===== src/rtl/mem_stage_pkg.sv =====
// Shared definitions for the MEM stage: bus widths, load-op encodings,
// the EX->MEM / MEM->WB bundle layouts and the MEM wait-FSM states.
package mem_stage_pkg;

    localparam int ES_TO_MS_BUS_WD = 75;
    localparam int MS_TO_WS_BUS_WD = 70;

    // mem_op encodings; 101..111 fall back to a plain word load.
    localparam logic [2:0] MEM_OP_W  = 3'b000;
    localparam logic [2:0] MEM_OP_B  = 3'b001;
    localparam logic [2:0] MEM_OP_H  = 3'b010;
    localparam logic [2:0] MEM_OP_BU = 3'b011;
    localparam logic [2:0] MEM_OP_HU = 3'b100;

    // Field order matches the flat 75-bit bus, MSB first.
    typedef struct packed {
        logic [2:0]  mem_op;
        logic        mem_req;
        logic        res_from_mem;
        logic        gr_we;
        logic [4:0]  dest;
        logic [31:0] alu_result;
        logic [31:0] pc;
    } es_to_ms_t;

    typedef struct packed {
        logic        gr_we;
        logic [4:0]  dest;
        logic [31:0] final_result;
        logic [31:0] pc;
    } ms_to_ws_t;

    typedef enum logic [1:0] {
        ST_IDLE = 2'd0,   // no outstanding response (non-memory op or empty)
        ST_WAIT = 2'd1,   // data_ok still owed for the held instruction
        ST_HOLD = 2'd2    // response arrived while WB stalled; data parked in buffer
    } ms_state_e;

endpackage


===== src/rtl/mem_stage_load_align.sv =====
// Combinational load extraction: selects the addressed byte/half of the
// SRAM read word and sign- or zero-extends it.
//   mem_op    in  3   load kind (MEM_OP_*)
//   addr      in  2   low address bits; addr[0] is ignored for halves
//   rdata     in  32  raw read word
//   load_data out 32  aligned, extended result
module mem_stage_load_align
    import mem_stage_pkg::*;
(
    input  logic [2:0]  mem_op,
    input  logic [1:0]  addr,
    input  logic [31:0] rdata,
    output logic [31:0] load_data
);

    logic [7:0]  byte_sel;
    logic [15:0] half_sel;

    always_comb begin
        byte_sel = rdata[7:0];
        case (addr)
            2'd0: byte_sel = rdata[7:0];
            2'd1: byte_sel = rdata[15:8];
            2'd2: byte_sel = rdata[23:16];
            2'd3: byte_sel = rdata[31:24];
            default: byte_sel = rdata[7:0];
        endcase
        half_sel = addr[1] ? rdata[31:16] : rdata[15:0];

        load_data = rdata;
        case (mem_op)
            MEM_OP_B:  load_data = {{24{byte_sel[7]}}, byte_sel};
            MEM_OP_H:  load_data = {{16{half_sel[15]}}, half_sel};
            MEM_OP_BU: load_data = {24'd0, byte_sel};
            MEM_OP_HU: load_data = {16'd0, half_sel};
            default:   load_data = rdata;
        endcase
    end

endmodule


===== src/rtl/mem_stage.sv =====
// MEM stage of the 5-stage pipeline. Holds the EX bundle, waits for the
// data-SRAM response owed by a load/store issued in EX, aligns load data
// and hands {gr_we, dest, final_result, pc} to WB. Also feeds ID with the
// forwarding destination/value and a load-wait stall hint.
//   clk, reset                     clock, synchronous active-high reset
//   es_to_ms_valid/es_to_ms_bus    incoming instruction from EX
//   ms_allowin                     MEM can accept this cycle
//   ms_to_ws_valid/ms_to_ws_bus    finished instruction to WB
//   ws_allowin                     WB accepts this cycle
//   data_sram_data_ok/rdata        response pulse + read data
//   ms_to_ds_dest/result/load_wait forwarding and stall info to ID
module mem_stage
    import mem_stage_pkg::*;
(
    input  logic                       clk,
    input  logic                       reset,
    input  logic                       es_to_ms_valid,
    input  logic [ES_TO_MS_BUS_WD-1:0] es_to_ms_bus,
    output logic                       ms_allowin,
    output logic                       ms_to_ws_valid,
    output logic [MS_TO_WS_BUS_WD-1:0] ms_to_ws_bus,
    input  logic                       ws_allowin,
    input  logic                       data_sram_data_ok,
    input  logic [31:0]                data_sram_rdata,
    output logic [4:0]                 ms_to_ds_dest,
    output logic [31:0]                ms_to_ds_result,
    output logic                       ms_to_ds_load_wait
);

    es_to_ms_t  in_bus;
    es_to_ms_t  ms_bus_q, ms_bus_d;
    logic       ms_valid_q, ms_valid_d;
    ms_state_e  state_q, state_d;
    logic [31:0] rdata_buf_q, rdata_buf_d;

    logic        ms_ready_go;
    logic [31:0] rdata_src;
    logic [31:0] load_data;
    logic [31:0] final_result;
    ms_to_ws_t   ws_bus;

    assign in_bus = es_to_ms_bus;

    always_comb begin
        // WAIT is only ever entered with a valid instruction, so the state
        // alone decides readiness.
        ms_ready_go = (state_q == ST_WAIT) ? data_sram_data_ok : 1'b1;
        ms_allowin  = !ms_valid_q || (ms_ready_go && ws_allowin);

        ms_valid_d  = ms_valid_q;
        ms_bus_d    = ms_bus_q;
        state_d     = state_q;
        rdata_buf_d = rdata_buf_q;

        if (ms_allowin) begin
            // Covers both plain fill and leave-and-refill: the next state
            // follows the incoming instruction only.
            ms_valid_d = es_to_ms_valid;
            if (es_to_ms_valid) begin
                ms_bus_d = in_bus;
            end
            state_d = (es_to_ms_valid && in_bus.mem_req) ? ST_WAIT : ST_IDLE;
        end else if (state_q == ST_WAIT && data_sram_data_ok) begin
            // Response arrived but WB is stalled: the SRAM will not repeat it.
            state_d     = ST_HOLD;
            rdata_buf_d = data_sram_rdata;
        end
    end

    always_ff @(posedge clk) begin
        if (reset) begin
            ms_valid_q  <= 1'b0;
            ms_bus_q    <= '0;
            state_q     <= ST_IDLE;
            rdata_buf_q <= '0;
        end else begin
            ms_valid_q  <= ms_valid_d;
            ms_bus_q    <= ms_bus_d;
            state_q     <= state_d;
            rdata_buf_q <= rdata_buf_d;
        end
    end

    // In WAIT the response is used the cycle it arrives; HOLD replays the buffer.
    assign rdata_src = (state_q == ST_HOLD) ? rdata_buf_q : data_sram_rdata;

    mem_stage_load_align u_load_align (
        .mem_op    (ms_bus_q.mem_op),
        .addr      (ms_bus_q.alu_result[1:0]),
        .rdata     (rdata_src),
        .load_data (load_data)
    );

    assign final_result = ms_bus_q.res_from_mem ? load_data : ms_bus_q.alu_result;

    always_comb begin
        ws_bus.gr_we        = ms_bus_q.gr_we;
        ws_bus.dest         = ms_bus_q.dest;
        ws_bus.final_result = final_result;
        ws_bus.pc           = ms_bus_q.pc;
    end

    assign ms_to_ws_bus       = ws_bus;
    assign ms_to_ws_valid     = ms_valid_q && ms_ready_go;
    assign ms_to_ds_dest      = ms_bus_q.dest & {5{ms_valid_q && ms_bus_q.gr_we}};
    assign ms_to_ds_result    = final_result;
    assign ms_to_ds_load_wait = ms_valid_q && ms_bus_q.res_from_mem && !ms_ready_go;

endmodule


===== config.mk =====
export PLATFORM = sky130hd
export DESIGN_NAME = mem_stage
export DESIGN_NICKNAME = d
export VERILOG_FILES = /design/src/rtl/mem_stage_pkg.sv /design/src/rtl/mem_stage_load_align.sv /design/src/rtl/mem_stage.sv
export SDC_FILE = /design/constraint.sdc
export NUM_CORES = 1
export LEC_CHECK = 0
export ABC_AREA = 1
export CAP_MARGIN = 10
export CORE_UTILIZATION = 45
export CTS_CLUSTER_DIAMETER = 120
export DETAILED_ROUTE_END_ITERATION = 16
export GPL_TIMING_DRIVEN = 1
export PLACE_DENSITY = 0.8
export SETUP_SLACK_MARGIN = 0.1
export SYNTH_ARGS = -nofsm -noshare
export SYNTH_HDL_FRONTEND = slang
export SYNTH_SLANG_ARGS = --single-unit

===== constraint.sdc =====
create_clock -name clk -period 2.3 [get_ports clk]
set_input_delay 0.46 -clock clk [delete_from_list [all_inputs] [get_ports clk]]
set_output_delay 0.46 -clock clk [all_outputs]
set_load 0.02 [all_outputs]

==> results.md, run 1 <==
- Outcome: complete, but fails checks
- Failing checks: setup timing
- Core area: 12700 sq um
- Register area share after synthesis: 36.8%
- Top Ports: 222
- Initial DRC Count: 562
- Tmin final: 2.43 ns
- Slew Viols, Final: 0
- Yosys warnings: 0
- Final wirelength: 20200 um
- Pre-CTS worst setup slack: -0.743 ns
- P per Cell Area: 620 nW/um^2
- Grt ovf: 0
- P_leak: 4.12 nW
- Slew HR: 71.9%
- Critical path type: register to output pin
- CTS Buffer Depth: 2
- WL per Instance: 16.0 um
- Skew-Pair Late Insertion Delay: 0.36 ns
- Skew final: 0.00374 ns
- RSZ-0062 raised after global routing: yes
- GRT Util Overall: 28.9%
- CP arrival: 1.97 ns
- Vias: 6515
- Ratio of cells with drive above 1 in the final layout: 26.1%
- Placed Area: 8060 sq um
- Setup TNS: -4.46 ns
- CTS tree: yes
- Max frequency: 0.412 GHz
- Fill count: 1054
- Pin count of the biggest net entering global routing: 72
- Max VDD drop: 0.000658 V
- Hold Path Class: register to register
- DIE AREA: 13600 sq um
- FP Rows: 41
- H-tree levels: 3
- Design Area, Final: 9150 sq um
- Final Util: 71.9%
- CP top delay family: simple AND/OR/NAND/NOR gates
- Final hold violation count: 0
- Via density: 5.15
- Drt drc: 0
- Crit share post-route: 106%
- Mapped Cells: 908
- Crit-path max cell delay: 0.33 ns
- Synth Register Bits: 109
- Final worst-path setup slack: -0.129 ns
- Root buffer cell: clkbuf_16
- Slew @ Worst Pin: 0.422 ns
- CTS Buf Count: 9
- Die width: 117 um
- Worst-path clk slew: 0.07 ns
- Area Overhead vs Synth: 54.3%
- Crit start category: register
- Die Y: 117 um
- Initial Utilization: 46.6%
- Max-cap viol count: 0
- Global-route wire length before repair: 30000 um
- WP buf/inv: 5
- Pre-antenna DRT Iters: 5
- Post-DP HPWL: 13400 um
- Crit-path cells: inv_4 > buf_6 > nand3_4 > nand3_2 > nand2_2 > or2_4 > buf_12 > nand3_1 > nand2_1 > inv_2 > buf_6
- Vias in the first global route: 6068
- Total clock sinks: 109
- Post-Synthesis Cell Area: 5930 sq um
- Slowest cell on crit path: dfxtp_2
- Hold-fix buffers, CTS: 0
- Req. time, crit path: 1.84 ns
- Most numerous cell on the critical path: buf_6
- Avg Cell Area, Syn: 6.53 sq um
- Routed Antenna Nets: 0
- Finish-stage setup viols: 57
- Critical-path maximum fanout: 8
- Syn nets: 1020
- Post-synth cell types: 22
- Initial antenna violation count: 2
- Total power: 5.67 mW
- Final #Nets: 1197
- Routability Congestion: 0.900
- IO Port Bufs: 221
- CP endpoint kind: output pin
## through the flow
step                hold WS (ns)  std cells
detailed placement         0.446       1229
CTS                        0.455       1255
floorplan                  0.429        908
global placement           0.440       1229
global route               0.481       1264
finish                     0.457       1264
## routing by layer
layer,global-route usage (%),part of all wire [%],up-vias
met4,13.5,3.3,0
met3,10.7,9.8,58
met1,33.2,38,2946
li1,-,-,3186
met5,0,0,-
met2,48.0,49,325
## area by class of cell
type                    instances  area [sq um]  share of cell area, %
clock inverters                 2          38.8                  0.424
flip-flops and latches        109          2190                   24.0
multi-input cells             604          3180                   34.8
clock buffers                  14           284                   3.11
well taps                     172           215                   2.35
inverters                      70           269                   2.94
repair buffers                291          2960                   32.3
diodes                          2          5.00                 0.0547
## flip-flops by register name, indices dropped and copies added (netlist names)
register	count
rdata_buf_q	32
ms_bus_q	36
state_q	2
ms_valid_q	1
ms_to_ws_bus	38
## cell usage in the layout, fill, tap and decap left out, types with 2 or more instances in the layout
master / Yosys / layout
o21ai_0: 111 / 97
inv_4: 0 / 2
nand2_8: 0 / 3
buf_12: 0 / 11
buf_16: 0 / 2
nand3_4: 0 / 4
buf_4: 74 / 63
buf_2: 19 / 3
a21oi_1: 61 / 46
dfxtp_1: 109 / 104
nand2_4: 0 / 6
dlygate4sd2_1: 0 / 4
nand2_1: 160 / 138
nand3_1: 69 / 43
o21ai_2: 0 / 9
dfxtp_2: 0 / 4
diode_2: 0 / 2
clkbuf_16: 0 / 10
a21oi_2: 0 / 10
inv_1: 65 / 47
nor2_1: 172 / 165
o21ai_4: 0 / 5
nor2_2: 1 / 6
a21oi_4: 0 / 5
inv_2: 4 / 19
o21ai_1: 10 / 10
nor2_4: 1 / 3
clkbuf_8: 0 / 4
clkbuf_2: 1 / 2
nand3_2: 11 / 33
clkdlybuf4s50_1: 0 / 150
nand2_2: 5 / 19
buf_6: 4 / 54
## synth_stat cells
master    number  area (sq um)
nor2_1       172           646
nand2_1      160           601
o21ai_0      111           556
dfxtp_1      109          2180
buf_4         74           556
nand3_1       69           345
inv_1         65           244
a21oi_1       61           305
clkbuf_1      24          90.1
buf_2         19          95.1
nand3_2       11           110
o21ai_1       10          50.1
nand2_2        5          31.3
buf_1          4          15.0
buf_6          4          45.0
inv_2          4          15.0
clkbuf_2       1          5.00
clkinv_1       1          3.75
nor2_2         1          6.26
nor2_4         1          11.3
nor3_2         1          10.0
or2_1          1          6.26
## cells by family after synthesis
kind of cell | after synthesis | synth area share, %
simple gates | 421 | 29.8
buf+inv | 196 | 18.0
compound gates | 182 | 15.4
flops | 109 | 36.8
## repair_timing
action | in CTS | in global routing
buffers inserted | 6 | 6
cloned | 4 | 1
pin swaps | 10 | 15
resized for setup | 482 | 61
endpoints found under the setup margin | 67 | 71
## where the power goes
| group | leakage (nW) | total (mW) | switching (mW) | internal (mW) |
|---|---|---|---|---|
| sequential | 0.899 | 2.06 | 0.0602 | 2.00 |
| clock | 0.159 | 1.67 | 0.703 | 0.967 |
| combinational | 3.07 | 1.94 | 1.05 | 0.896 |
## tightest hold or removal path, cell delays in order, from the launching register on
cell and delay, ns:
dfxtp_1 0.30, inv_1 0.06, a21oi_1 0.06
## final timing paths
kind | endpoint | slack [ns] | cells after the start | startpoint
worst max-delay path | ms_to_ds_result[31] | -0.13 | 11 | state_q[0]
worst min-delay path | ms_bus_q[57] | 0.46 | 2 | ms_bus_q[57]
worst max register to register | ms_bus_q[48] | 0.28 | 13 | state_q[0]
worst min register to register | ms_bus_q[57] | 0.46 | 2 | ms_bus_q[57]
(Power assumes the default switching activity.)
==> inputs of run 2 (changes only) <==
Settings changed: CORE_UTILIZATION 45 to 46, CTS_BUF_LIST set to sky130_fd_sc_hd__clkbuf_4 sky130_fd_sc_hd__clkbuf_8, PLACE_DENSITY 0.8 to 0.82.
==> run 2 against run 1 <==
The flow still finishes with violations (setup timing). Clock power is 32% lower. Flip-flop and latch count did not move. Power is 7.3% lower. Sequential power about the same. Worst hold slack better by 0.0021 ns. Non-clock buffer count rose by 5. Via count rose by 5.6%. Count of clock-buffer cells in the layout fell by 1. Core utilization grew 3.0 points. Critical path depth increased by 1.
==> results.md, run 2 (synthesis results as in run 1) <==
- Outcome: complete, but fails checks
- Failing checks: setup timing
- Area of the multi-input gates: 3490 sq um
- Post-DP HPWL: 13300 um
- Crit-path cells: inv_4 > nand2_8 > buf_8 > nand2_4 > nand3_4 > nand2_2 > or2_4 > buf_12 > nand3_2 > nand2_2 > inv_1 > buf_4
- Largest register FFs: 38
- Tmin final: 2.53 ns
- Vias: 6882
- Pre-CTS worst setup slack: -0.631 ns
- Top Ports: 222
- Finish-stage setup viols: 64
- Slew Viols, Final: 0
- Stages on the worst setup path: 12
- Slowest cell on crit path: dfxtp_2
- Vias in the first global route: 6083
- P_leak: 4.18 nW
- Commonest non-fill, non-tap cells in the layout: nor2_1, clkdlybuf4s50_1, nand2_1
- Pre-antenna DRT Iters: 7
- IO Port Bufs: 221
- Max frequency: 0.396 GHz
- Final #Nets: 1201
- Final hold violation count: 0
- H-tree levels: 3
- Initial DRC Count: 801
- Final worst-path setup slack: -0.227 ns
- Ratio of cells with drive above 1 in the final layout: 30.9%
- Most numerous cell on the critical path: nand2_2
- Req. time, crit path: 1.84 ns
- DIE AREA: 13300 sq um
- RR Startpoint: state_q[0]
- GRT Util Overall: 29.0%
- Commonest non-fill, non-tap cell in the layout: nor2_1
- Final Util: 74.9%
- WL per Instance: 17.1 um
- WP buf/inv: 5
- Critical path type: register to output pin
- Skew final: 0.00899 ns
- Slew @ Worst Pin: 0.382 ns
- Reg2reg setup slack: 0.53 ns
- Routability Congestion: 0.891
- Hold Path Class: register to register
- Pin count of the biggest net entering global routing: 58
- Fill count: 902
- Crit-path max cell delay: 0.36 ns
- Crit start category: register
- WHS: 0.460 ns
- Number of inserted diodes: 0
- Placed Cells: 1240
- Final wirelength: 21600 um
- P per Cell Area: 559 nW/um^2
- Core area: 12600 sq um
- CP top delay family: simple AND/OR/NAND/NOR gates
- CTS Buffer Depth: 2
- Max-cap viol count: 0
- Total clock sinks: 109
- Crit share post-route: 110%
- Grt ovf: 0
- Global-route wire length before repair: 29800 um
- Reg2Reg Depth: 11
- Root buffer cell: clkbuf_8
- Routed Antenna Nets: 0
- Initial Utilization: 47.2%
- Initial antenna violation count: 0
- Die Y: 116 um
- Final cell count without fillers: 1266
- CP arrival: 2.07 ns
- Skew-Pair Late Insertion Delay: 0.38 ns
- Area Overhead vs Synth: 58.8%
- Register area: 2190 sq um
- Slew HR: 74.5%
- Worst-path clk slew: 0.10 ns
- Via density: 5.44
- CTS tree: yes
- Die width: 116 um
- Worst setup endpoint: ms_to_ds_result[27]
- CTS Buf Count: 9
- Worst r2r dst: ms_bus_q[48]
- FP Rows: 41
- CP endpoint kind: output pin
- Drt drc: 0
- RSZ-0062 raised after global routing: yes
- CP startpoint: state_q[0]
- Critical-path maximum fanout: 8
- Max VDD drop: 0.000354 V
==> run 2: changes by cell type in the layout (fill, tap and decap cells not counted), sizes merged <==
cell	before	now
clkinv	3	2
inv	68	69
dlymetal6s2s	0	2
clkbuf	17	15
diode	2	0
buf	134	138
bufinv	1	0
nand2	166	165
clkinvlp	0	2
==> run 2: routing by layer <==
layer	GRT usage [%]	vias up	routed length, um
met1	34.2	3198	8140
met2	49.9	414	10500
met3	6.38	91	1920
met4	14.2	0	1080
met5	0	-	0
li1	-	3179	-
==> run 2: through the flow <==
| step | power [mW] | area [sq um] | TNS, ns |
|---|---|---|---|
| 2_1_floorplan | 3.11 | 5930 | 0 |
| 3_3_place_gp | 3.80 | 8170 | -34.06 |
| 3_5_place_dp | 3.82 | 8170 | -34.87 |
| 4_1_cts | 5.07 | 8950 | -6.51 |
| 5_1_grt | 5.48 | 9410 | -14.53 |
| 6_report | 5.26 | 9410 | -9.58 |
==> run 2: cell type report <==
type	count	area share, %
multi-input combinational	603	37.1
timing repair buffer	296	32.5
sequential	109	23.3
inverter	70	2.84
tap	172	2.29
clock buffer	13	1.77
clock inverter	3	0.213
==> run 2: worst register-to-register path, stage by stage, from the launching register on <==
cell	delay, ns
dfxtp_2	0.36
inv_4	0.06
buf_6	0.14
nor3_4	0.18
nand2_1	0.10
nand2_2	0.07
buf_4	0.13
nor2_4	0.04
inv_2	0.11
buf_12	0.23
o21ai_0	0.16
a21oi_1	0.13
==> run 2: how the worst min path moves through the flow <==
stage,slack [ns],start,depth (start not counted),endpoint
final,0.46,ms_bus_q[53],2,ms_bus_q[53]
after global routing,0.49,ms_bus_q[54],2,ms_bus_q[54]
after CTS,0.46,ms_bus_q[53],2,ms_bus_q[53]
after detailed placement,0.45,ms_bus_q[53],2,ms_bus_q[53]
after global placement,0.44,ms_bus_q[50],2,ms_bus_q[50]
after floorplan,0.43,ms_bus_q[48],2,ms_bus_q[48]
==> run 2: power by group <==
group	total (mW)	internal (mW)	switching, mW
Clock	1.14	0.477	0.665
Sequential	2.06	2.00	0.0567
Combinational	2.06	0.949	1.11
==> run 2: repair_timing <==
item / in CTS / in global routing
gates cloned: 3 / 1
pin swaps: 22 / 30
hold buffers: 0 / 0
resized for setup: 495 / 128
endpoints found under the setup margin: 69 / 70
hold endpoints to repair: 0 / 0
buffers inserted: 4 / 4
